$ cat src/rtl/regfile_pkg.sv
// regfile_pkg: shared constants and helpers for the multi-port register file.
//   DATA_W_DEF / ADDR_W_DEF : default register width and address width
//   ZERO_REG                : hard-wired zero register index
//   rd_slice(idx, w)        : LSB offset of field idx in a packed port vector
package regfile_pkg;

  localparam int DATA_W_DEF = 32;
  localparam int ADDR_W_DEF = 5;
  localparam int ZERO_REG   = 0;

  function automatic int rd_slice(input int idx, input int w);
    return idx * w;
  endfunction

endpackage

$ cat src/rtl/regfile_rd_port.sv
// regfile_rd_port: one combinational read path of the register file.
//   i_rst            : reset in progress (bypass is disabled while high)
//   i_ra             : read address
//   i_mem_flat       : flattened register contents, register k at [k*DATA_W +: DATA_W]
//   i_busy           : per-register busy bits (registered)
//   i_we0/i_wr0/i_d0 : write port 0 (bypass source, lower priority)
//   i_we1/i_wr1/i_d1 : write port 1 (bypass source, higher priority)
//   o_q              : read data
//   o_busy           : busy bit of the addressed register
module regfile_rd_port
  import regfile_pkg::*;
#(
  parameter int DATA_W = DATA_W_DEF,
  parameter int ADDR_W = ADDR_W_DEF,
  parameter int BYPASS = 1
) (
  input  logic                             i_rst,
  input  logic [ADDR_W-1:0]                i_ra,
  input  logic [(2**ADDR_W)*DATA_W-1:0]    i_mem_flat,
  input  logic [(2**ADDR_W)-1:0]           i_busy,
  input  logic                             i_we0,
  input  logic [ADDR_W-1:0]                i_wr0,
  input  logic [DATA_W-1:0]                i_d0,
  input  logic                             i_we1,
  input  logic [ADDR_W-1:0]                i_wr1,
  input  logic [DATA_W-1:0]                i_d1,
  output logic [DATA_W-1:0]                o_q,
  output logic                             o_busy
);

  localparam logic [ADDR_W-1:0] ZERO_A = ADDR_W'(ZERO_REG);

  logic [DATA_W-1:0] w_stored;
  logic              w_byp_en;

  assign w_stored = i_mem_flat[int'(i_ra) * DATA_W +: DATA_W];
  assign w_byp_en = (BYPASS != 0) && !i_rst;

  // Port 1 wins over port 0, matching the storage priority on collisions.
  always_comb begin
    o_q = w_stored;
    if (i_ra == ZERO_A) begin
      o_q = '0;
    end else if (w_byp_en && i_we1 && (i_wr1 == i_ra)) begin
      o_q = i_d1;
    end else if (w_byp_en && i_we0 && (i_wr0 == i_ra)) begin
      o_q = i_d0;
    end
  end

  assign o_busy = i_busy[i_ra];

endmodule

$ cat src/rtl/regfile_mp_sb.sv
// regfile_mp_sb: multi-port register file with write bypass and busy scoreboard.
//   Clk, Rst          : clock, synchronous active-high reset
//   We0/Wr0/D0        : write port 0
//   We1/Wr1/D1        : write port 1 (wins on same-address collision)
//   Ra / Q            : packed read addresses / read data, NUM_RD ports
//   Set_en / Set_addr : mark a register busy (producer issued)
//   Busy_rd           : busy flag per read port
//   Busy_any          : OR of all busy bits
module regfile_mp_sb
  import regfile_pkg::*;
#(
  parameter int DATA_W = DATA_W_DEF,
  parameter int ADDR_W = ADDR_W_DEF,
  parameter int NUM_RD = 2,
  parameter int BYPASS = 1
) (
  input  logic                     Clk,
  input  logic                     Rst,
  input  logic                     We0,
  input  logic [ADDR_W-1:0]        Wr0,
  input  logic [DATA_W-1:0]        D0,
  input  logic                     We1,
  input  logic [ADDR_W-1:0]        Wr1,
  input  logic [DATA_W-1:0]        D1,
  input  logic [NUM_RD*ADDR_W-1:0] Ra,
  output logic [NUM_RD*DATA_W-1:0] Q,
  input  logic                     Set_en,
  input  logic [ADDR_W-1:0]        Set_addr,
  output logic [NUM_RD-1:0]        Busy_rd,
  output logic                     Busy_any
);

  localparam int                DEPTH  = 2**ADDR_W;
  localparam logic [ADDR_W-1:0] ZERO_A = ADDR_W'(ZERO_REG);

  if (NUM_RD < 1 || NUM_RD > 4) begin : g_bad_num_rd
    $error("regfile_mp_sb: NUM_RD must be in 1..4");
  end

  logic [DATA_W-1:0]       r_mem [DEPTH];
  logic [DEPTH-1:0]        r_busy_reg;
  logic [DEPTH-1:0]        w_busy_next;
  logic [DEPTH*DATA_W-1:0] w_mem_flat;
  logic                    w_we0_ok;
  logic                    w_we1_ok;
  logic                    w_set_ok;

  assign w_we0_ok = We0 && (Wr0 != ZERO_A);
  assign w_we1_ok = We1 && (Wr1 != ZERO_A);
  assign w_set_ok = Set_en && (Set_addr != ZERO_A);

  // Port 1 is assigned last so it overrides port 0 on a shared address.
  always_ff @(posedge Clk) begin
    if (Rst) begin
      for (int i = 0; i < DEPTH; i++) begin
        r_mem[i] <= '0;
      end
    end else begin
      if (w_we0_ok) r_mem[Wr0] <= D0;
      if (w_we1_ok) r_mem[Wr1] <= D1;
    end
  end

  // Retiring writes clear, then issue sets: a new producer supersedes the old one.
  always_comb begin
    w_busy_next = r_busy_reg;
    if (w_we0_ok) w_busy_next[Wr0] = 1'b0;
    if (w_we1_ok) w_busy_next[Wr1] = 1'b0;
    if (w_set_ok) w_busy_next[Set_addr] = 1'b1;
    w_busy_next[ZERO_REG] = 1'b0;
  end

  always_ff @(posedge Clk) begin
    if (Rst) begin
      r_busy_reg <= '0;
    end else begin
      r_busy_reg <= w_busy_next;
    end
  end

  assign Busy_any = |r_busy_reg;

  for (genvar gi = 0; gi < DEPTH; gi++) begin : g_flat
    assign w_mem_flat[gi*DATA_W +: DATA_W] = r_mem[gi];
  end

  for (genvar gi = 0; gi < NUM_RD; gi++) begin : g_rd
    regfile_rd_port #(
      .DATA_W (DATA_W),
      .ADDR_W (ADDR_W),
      .BYPASS (BYPASS)
    ) u_rd (
      .i_rst      (Rst),
      .i_ra       (Ra[rd_slice(gi, ADDR_W) +: ADDR_W]),
      .i_mem_flat (w_mem_flat),
      .i_busy     (r_busy_reg),
      .i_we0      (We0),
      .i_wr0      (Wr0),
      .i_d0       (D0),
      .i_we1      (We1),
      .i_wr1      (Wr1),
      .i_d1       (D1),
      .o_q        (Q[rd_slice(gi, DATA_W) +: DATA_W]),
      .o_busy     (Busy_rd[gi])
    );
  end

endmodule

$ cat config.mk
export PLATFORM = sky130hd
export DESIGN_NAME = regfile_mp_sb
export DESIGN_NICKNAME = d
export VERILOG_FILES = /design/src/rtl/regfile_pkg.sv /design/src/rtl/regfile_rd_port.sv /design/src/rtl/regfile_mp_sb.sv
export SDC_FILE = /design/constraint.sdc
export NUM_CORES = 2
export LEC_CHECK = 0
export CAP_MARGIN = 5
export CORE_AREA = 3 3 316 318
export DETAILED_ROUTE_END_ITERATION = 7
export DIE_AREA = 0 0 319 321
export PLACE_DENSITY = 0.78
export RECOVER_POWER = 50
export SLEW_MARGIN = 20
export SYNTH_ARGS = -nofsm -noshare
export SYNTH_HDL_FRONTEND = slang
export SYNTH_SLANG_ARGS = --single-unit
$ cat constraint.sdc
create_clock -name Clk -period 7.8 [get_ports Clk]
set_input_delay 1.56 -clock Clk [delete_from_list [all_inputs] [get_ports Clk]]
set_output_delay 1.56 -clock Clk [all_outputs]
set_load 0.01 [all_outputs]
# --- After elaboration in Yosys (flattened, before gate mapping) ---
# Memories as Yosys holds them, arrays and structs flattened.
# Index checks and enable logic that the tools add are counted.
totals:
  mem_count: 1
  register_bits: 32
  in_bits: 94
  word_cells: 76
  out_inout_bits: 67
  ramBits: 1024
mem_list:
  columns: ["name", "depth", "word_bits", "rd", "rd_clocked_by_memory_dff", "write_ports", "line_no", "source"]
  rows:
  - ["r_mem", 32, 32, 32, 0, 32, "regfile_mp_sb.sv:40", "logic [DATA_W-1:0] r_mem [DEPTH];"]
classes:
  shifts: 2
  n_lt_le_gt_ge: 8
  n_bitwise: 5
  mux: 33
  n_reduce_logical: 21
  n_eq_ne: 4
op_table:
  columns: ["op", "count"]
  rows:
  - ["$shiftx A1024 B11 Y32", 2]
  - ["$mux W32", 11]
  - ["$reduce_or A32 Y1", 3]
  - ["$and A32 B32 Y32", 2]
  - ["$not A32 Y32", 2]
  - ["$or A32 B32 Y32", 1]
  - ["$lt A5 B6 Y1 const B", 5]
  - ["$eq A5 B5 Y1", 4]
  - ["$demux W1 S5", 3]
  - ["$ge A5 B1 Y1 const B", 3]
  - ["$mux W1", 15]
  - ["$reduce_bool A5 Y1", 3]
  - ["$logic_and A1 B1 Y1", 12]
  - ["$bmux W1 S5", 2]
  - ["$logic_not A5 Y1", 2]
  - ["$mux W5", 2]
  - ["$logic_not A1 Y1", 1]

# --- Logic depth before layout (Yosys ltp) ---
depth:
  depth_word: 11
  ltp_mapped: 10
  depth_no_buf: 5

# --- Hierarchy ---
# Synthesis repeated with hierarchy kept, for this count alone.
hier_totals:
  cells_unflattened: 4424
  area_unflattened_um2: 62379.8
modules_own_cells:
  columns: ["mod", "seq_area_each_um2", "instances", "cells_each", "area_per_inst_um2"]
  rows:
  - ["regfile_mp_sb", 31370.1, 1, 2708, 43789.5]
  - ["regfile_rd_port", 0.0, 2, 858, 9295.2]

# --- Least setup slack after synthesis ---
# OpenSTA, ideal clock, no wires.
synth_timing:
  path_type: "input to register"
  from: "in Wr0[4]"
  to: "mem r_mem[8][0] (netlist bit), enable pin"
  path_buffers: 1
  t_required_ps: 7264
  stages: 4
  setup_slack_ps: 1222
  setup_time_ps: 536
  arrival_ps: 6042
  cell_sequence: "clkbuf_1 -> nor2b_1 -> nand3b_1 -> o311ai_0"
synth_lines:
  columns: ["element", "line_no", "source"]
  rows:
  - ["start: declaration", "regfile_mp_sb.sv:20", "input logic [ADDR_W-1:0] Wr0,"]
  - ["end: declaration", "regfile_mp_sb.sv:40", null]

# --- Final worst setup path ---
layout_timing:
  from: "in Wr1[0]"
  to: "out Q[43]"
layout_via:
  elab_chain_cells: 4
layout_lines:
  columns: ["element", "line_no", "source"]
  rows:
  - ["start: declaration", "regfile_mp_sb.sv:23", "input logic [ADDR_W-1:0] Wr1,"]
  - ["$eq A5 B5 Y1", "regfile_rd_port.sv:44", "end else if (w_byp_en && i_we1 && (i_wr1 == i_ra)) begin"]
  - ["$logic_and A1 B1 Y1", "regfile_rd_port.sv:44", null]
  - ["$mux W32", "regfile_rd_port.sv:44", null]
  - ["$mux W32", "regfile_rd_port.sv:42", "if (i_ra == ZERO_A) begin"]
  - ["end: declaration", "regfile_mp_sb.sv:26", "output logic [NUM_RD*DATA_W-1:0] Q,"]
# No other way between the ends.

==> impl_metrics.toml <==
[run_status]
status = "complete, but fails checks"
violations = "design-rule violations, max-capacitance violations, max-slew violations"

[worst_setup_path]
required_ns = 6.24
critical_path.reg2reg.endpoint = "r_busy_reg[10]"
critPathKind = "in -> out"
crit_path_end_kind = "primary output"
start_kind = "input port"
timing.rr.start = "r_busy_reg[10]"
arrival_ns = 5.86
rr_worst_depth = 2
r2r_setup_slack_ns = 7.02
path_max_fanout = 17

[route]
vias_per_cell = 8.73
dr.first_iter.drc_count = 9856
routedWlPerCell_um = 42.7
drc = 79
via_count = 48818
drtAntennaViolNets = 0
routed_wirelength_um = 239000
first_pass_iters = 8

[clock_network]
clk_latency_ns = 0.72
cts-buffers-inserted = 109
htree_levels = 3
post_cts_resize_count = 0
clockRootBuffer = "clkbuf_16"
cts_tree = "yes"
clkSinkCount = 1055
post-cts-setup-buffers = 0
clockBufferDepth = 3
clk_pin_slew_ns = 0.07
holdBufCountCts = 0

[sta]
period_share_pct = 95.1
slew_viol_final = 998
max_freq_mhz = 135
relSlewSlack_pct = -200
period_minus_slack_ns = 7.42
final_hold_viol_count = 0
worst-slew-pin-transition_ns = 4.50
rsz0062_at_grt = "no"
finalSetupViolations = 0
fin_worst_skew_ns = 0
finalSetupTns_ns = 0

[min_path]
hp-start = "r_busy_reg[3]"
hold_path.class = "reg -> reg"
hold_depth = 2
hold_end = "r_busy_reg[3]"

[yosys]
synthXorXnorAreaFrac_pct = 0.286
yosys_warnings = 0
synth_area_per_cell_um2 = 14.0
synth-compound-area-share_pct = 21.1
yosys.area_share.simple_pct = 2.82
syn_area_um2 = 61300
synth-async-reset-ratio_pct = 0
syn_inst = 4372
synth_top_family_by_area = "compound AO/OA/AOI/OAI gates"
yosysTopAreaCell = "edfxtp_1"
yosys.area_share.adder_pct = 0
synth_edf_count = 1024
ys.flop_type = "edfxtp_1"
synth_seq_cells = 1055
synth_cell_type_count = 55
synth-seq-area-share_pct = 51.2
synthMuxAreaShare_pct = 19.7
synth.area.top_cells = "edfxtp_1 50%, a22o_1 15%, mux4_2 15%"
yosysTopAreaCellShare_pct = 50.2

[floorplanning]
die_h_um = 321
fp.dieW_um = 319
io_pins = 161
dieArea_um2 = 102000
num_rows = 114
coreArea_um2 = 96900
start_util_pct = 63.3

[cells_and_area]
largest_register_ffs = 1024
area_growth_pct = 10.3
post-route-cell-area_um2 = 67600
nets = 4312
final_common_cell = "a22o_1"
mostFrequentLayoutCells = "1054 x a22o_1, 1024 x edfxtp_1, 402 x mux4_2"
drive_above_1_share_pct = 21.9

[global_routing]
grt_pass1_vias = 48031
grt_pass1_wl_um = 334000
grt_remaining_overflow = 0
grtUsageTotal_pct = 45.7
grt_antenna_before_repair = 19
grt_max_degree = 91

[pwr]
power_per_cell_area_nw_per_um2 = 206
vdd_drop_max_v = 0.000196
p_leak_nw = 23.0
power_mw = 13.9

[placed_design]
gp_congestion = 1.02
dpl_cell_area_um2 = 64700
portBuffers = 160
dp_hpwl_um = 138000

[flow_run]
cap_violations = 33
==> worst max path at each step <==
| stage | startpoint | end | slack [ns] | cells past startpoint |
|---|---|---|---|---|
| after floorplan | Wr0[4] | r_mem[8][0] | 1.22 | 4 |
| after global placement | Wr1[1] | Q[63] | 1.19 | 8 |
| after detailed placement | Wr1[0] | Q[63] | 1.13 | 8 |
| after CTS | Wr1[0] | Q[63] | 1.14 | 8 |
| after global routing | Wr1[0] | Q[47] | 0.45 | 7 |
| final | Wr1[0] | Q[43] | 0.38 | 7 |
==> cell families (layout without fill, tap and decap cells) <==
group           count (synthesis)  after routing
compound gates               1519           1519
simple gates                  341            341
flops                        1055           1055
xor+xnor                       20             20
buf+inv                       741            649
other cells                     1             38
mux                           695            695
==> cells in the mapped netlist, types with 31 or more instances <==
cell type  instances
a22oi_1           31
dfxtp_1           31
inv_1             32
buf_2            100
a221oi_1          31
nand2_1          102
nor4_1            40
a221o_1           31
mux2_2            72
edfxtp_1        1024
a22o_1          1054
o22ai_1           51
a211oi_1          94
buf_1             81
a21o_1            33
nor3_1            47
clkbuf_1         505
o221ai_1         104
nor2_1            62
mux4_2           402
mux2i_1          221
o211a_1           31
o21ai_0           32
==> worst max-delay path, stage by stage <==
cell and delay, ns:
dlygate4sd3_1 0.92, xnor2_1 0.16, nand4_1 0.24, o21ba_2 0.44, nand2b_1 0.70, o21ai_0 1.09, clkdlybuf4s50_1 0.72
==> metrics by stage <==
stage / cells / worst slack [ns] / hold slack (ns) / utilization, %
after CTS: 5586 / 1.14 / 0.500 / 70.2
after global placement: 5380 / 1.19 / 0.482 / 66.7
after floorplan: 4403 / 1.22 / 0.464 / -
after global routing: 5589 / 0.446 / 0.528 / 69.8
final: 5593 / 0.379 / 0.504 / 69.8
after detailed placement: 5382 / 1.13 / 0.489 / 66.8
==> power by group <==
part / switching, mW / internal [mW]
clock network: 2.31 / 2.69
registers: 0.170 / 6.59
logic: 1.34 / 0.840
total: 3.82 / 10.1
==> area by class of cell <==
| cell class | count | area (um2) |
|---|---|---|
| antenna | 6 | 15.0 |
| clock inverter | 77 | 504 |
| sequential | 1055 | 31400 |
| fill | 6367 | 29200 |
| clock buffer | 127 | 2800 |
| tap | 1276 | 1600 |
| inverter | 32 | 120 |
| multi-input combinational | 2607 | 27600 |
| timing repair buffer | 413 | 3590 |
==> per-layer routing <==
| metal | vias to the layer above | part of all wire (%) | track usage (%) |
|---|---|---|---|
| met3 | 1524 | 19 | 22.7 |
| li1 | 18124 | - | - |
| met5 | - | 0.26 | 3.24 |
| met1 | 23633 | 30 | 54.4 |
| met2 | 5505 | 42 | 65.7 |
| met4 | 32 | 8.3 | 30.1 |
No activity file was read; power rests on OpenSTA's default activity.
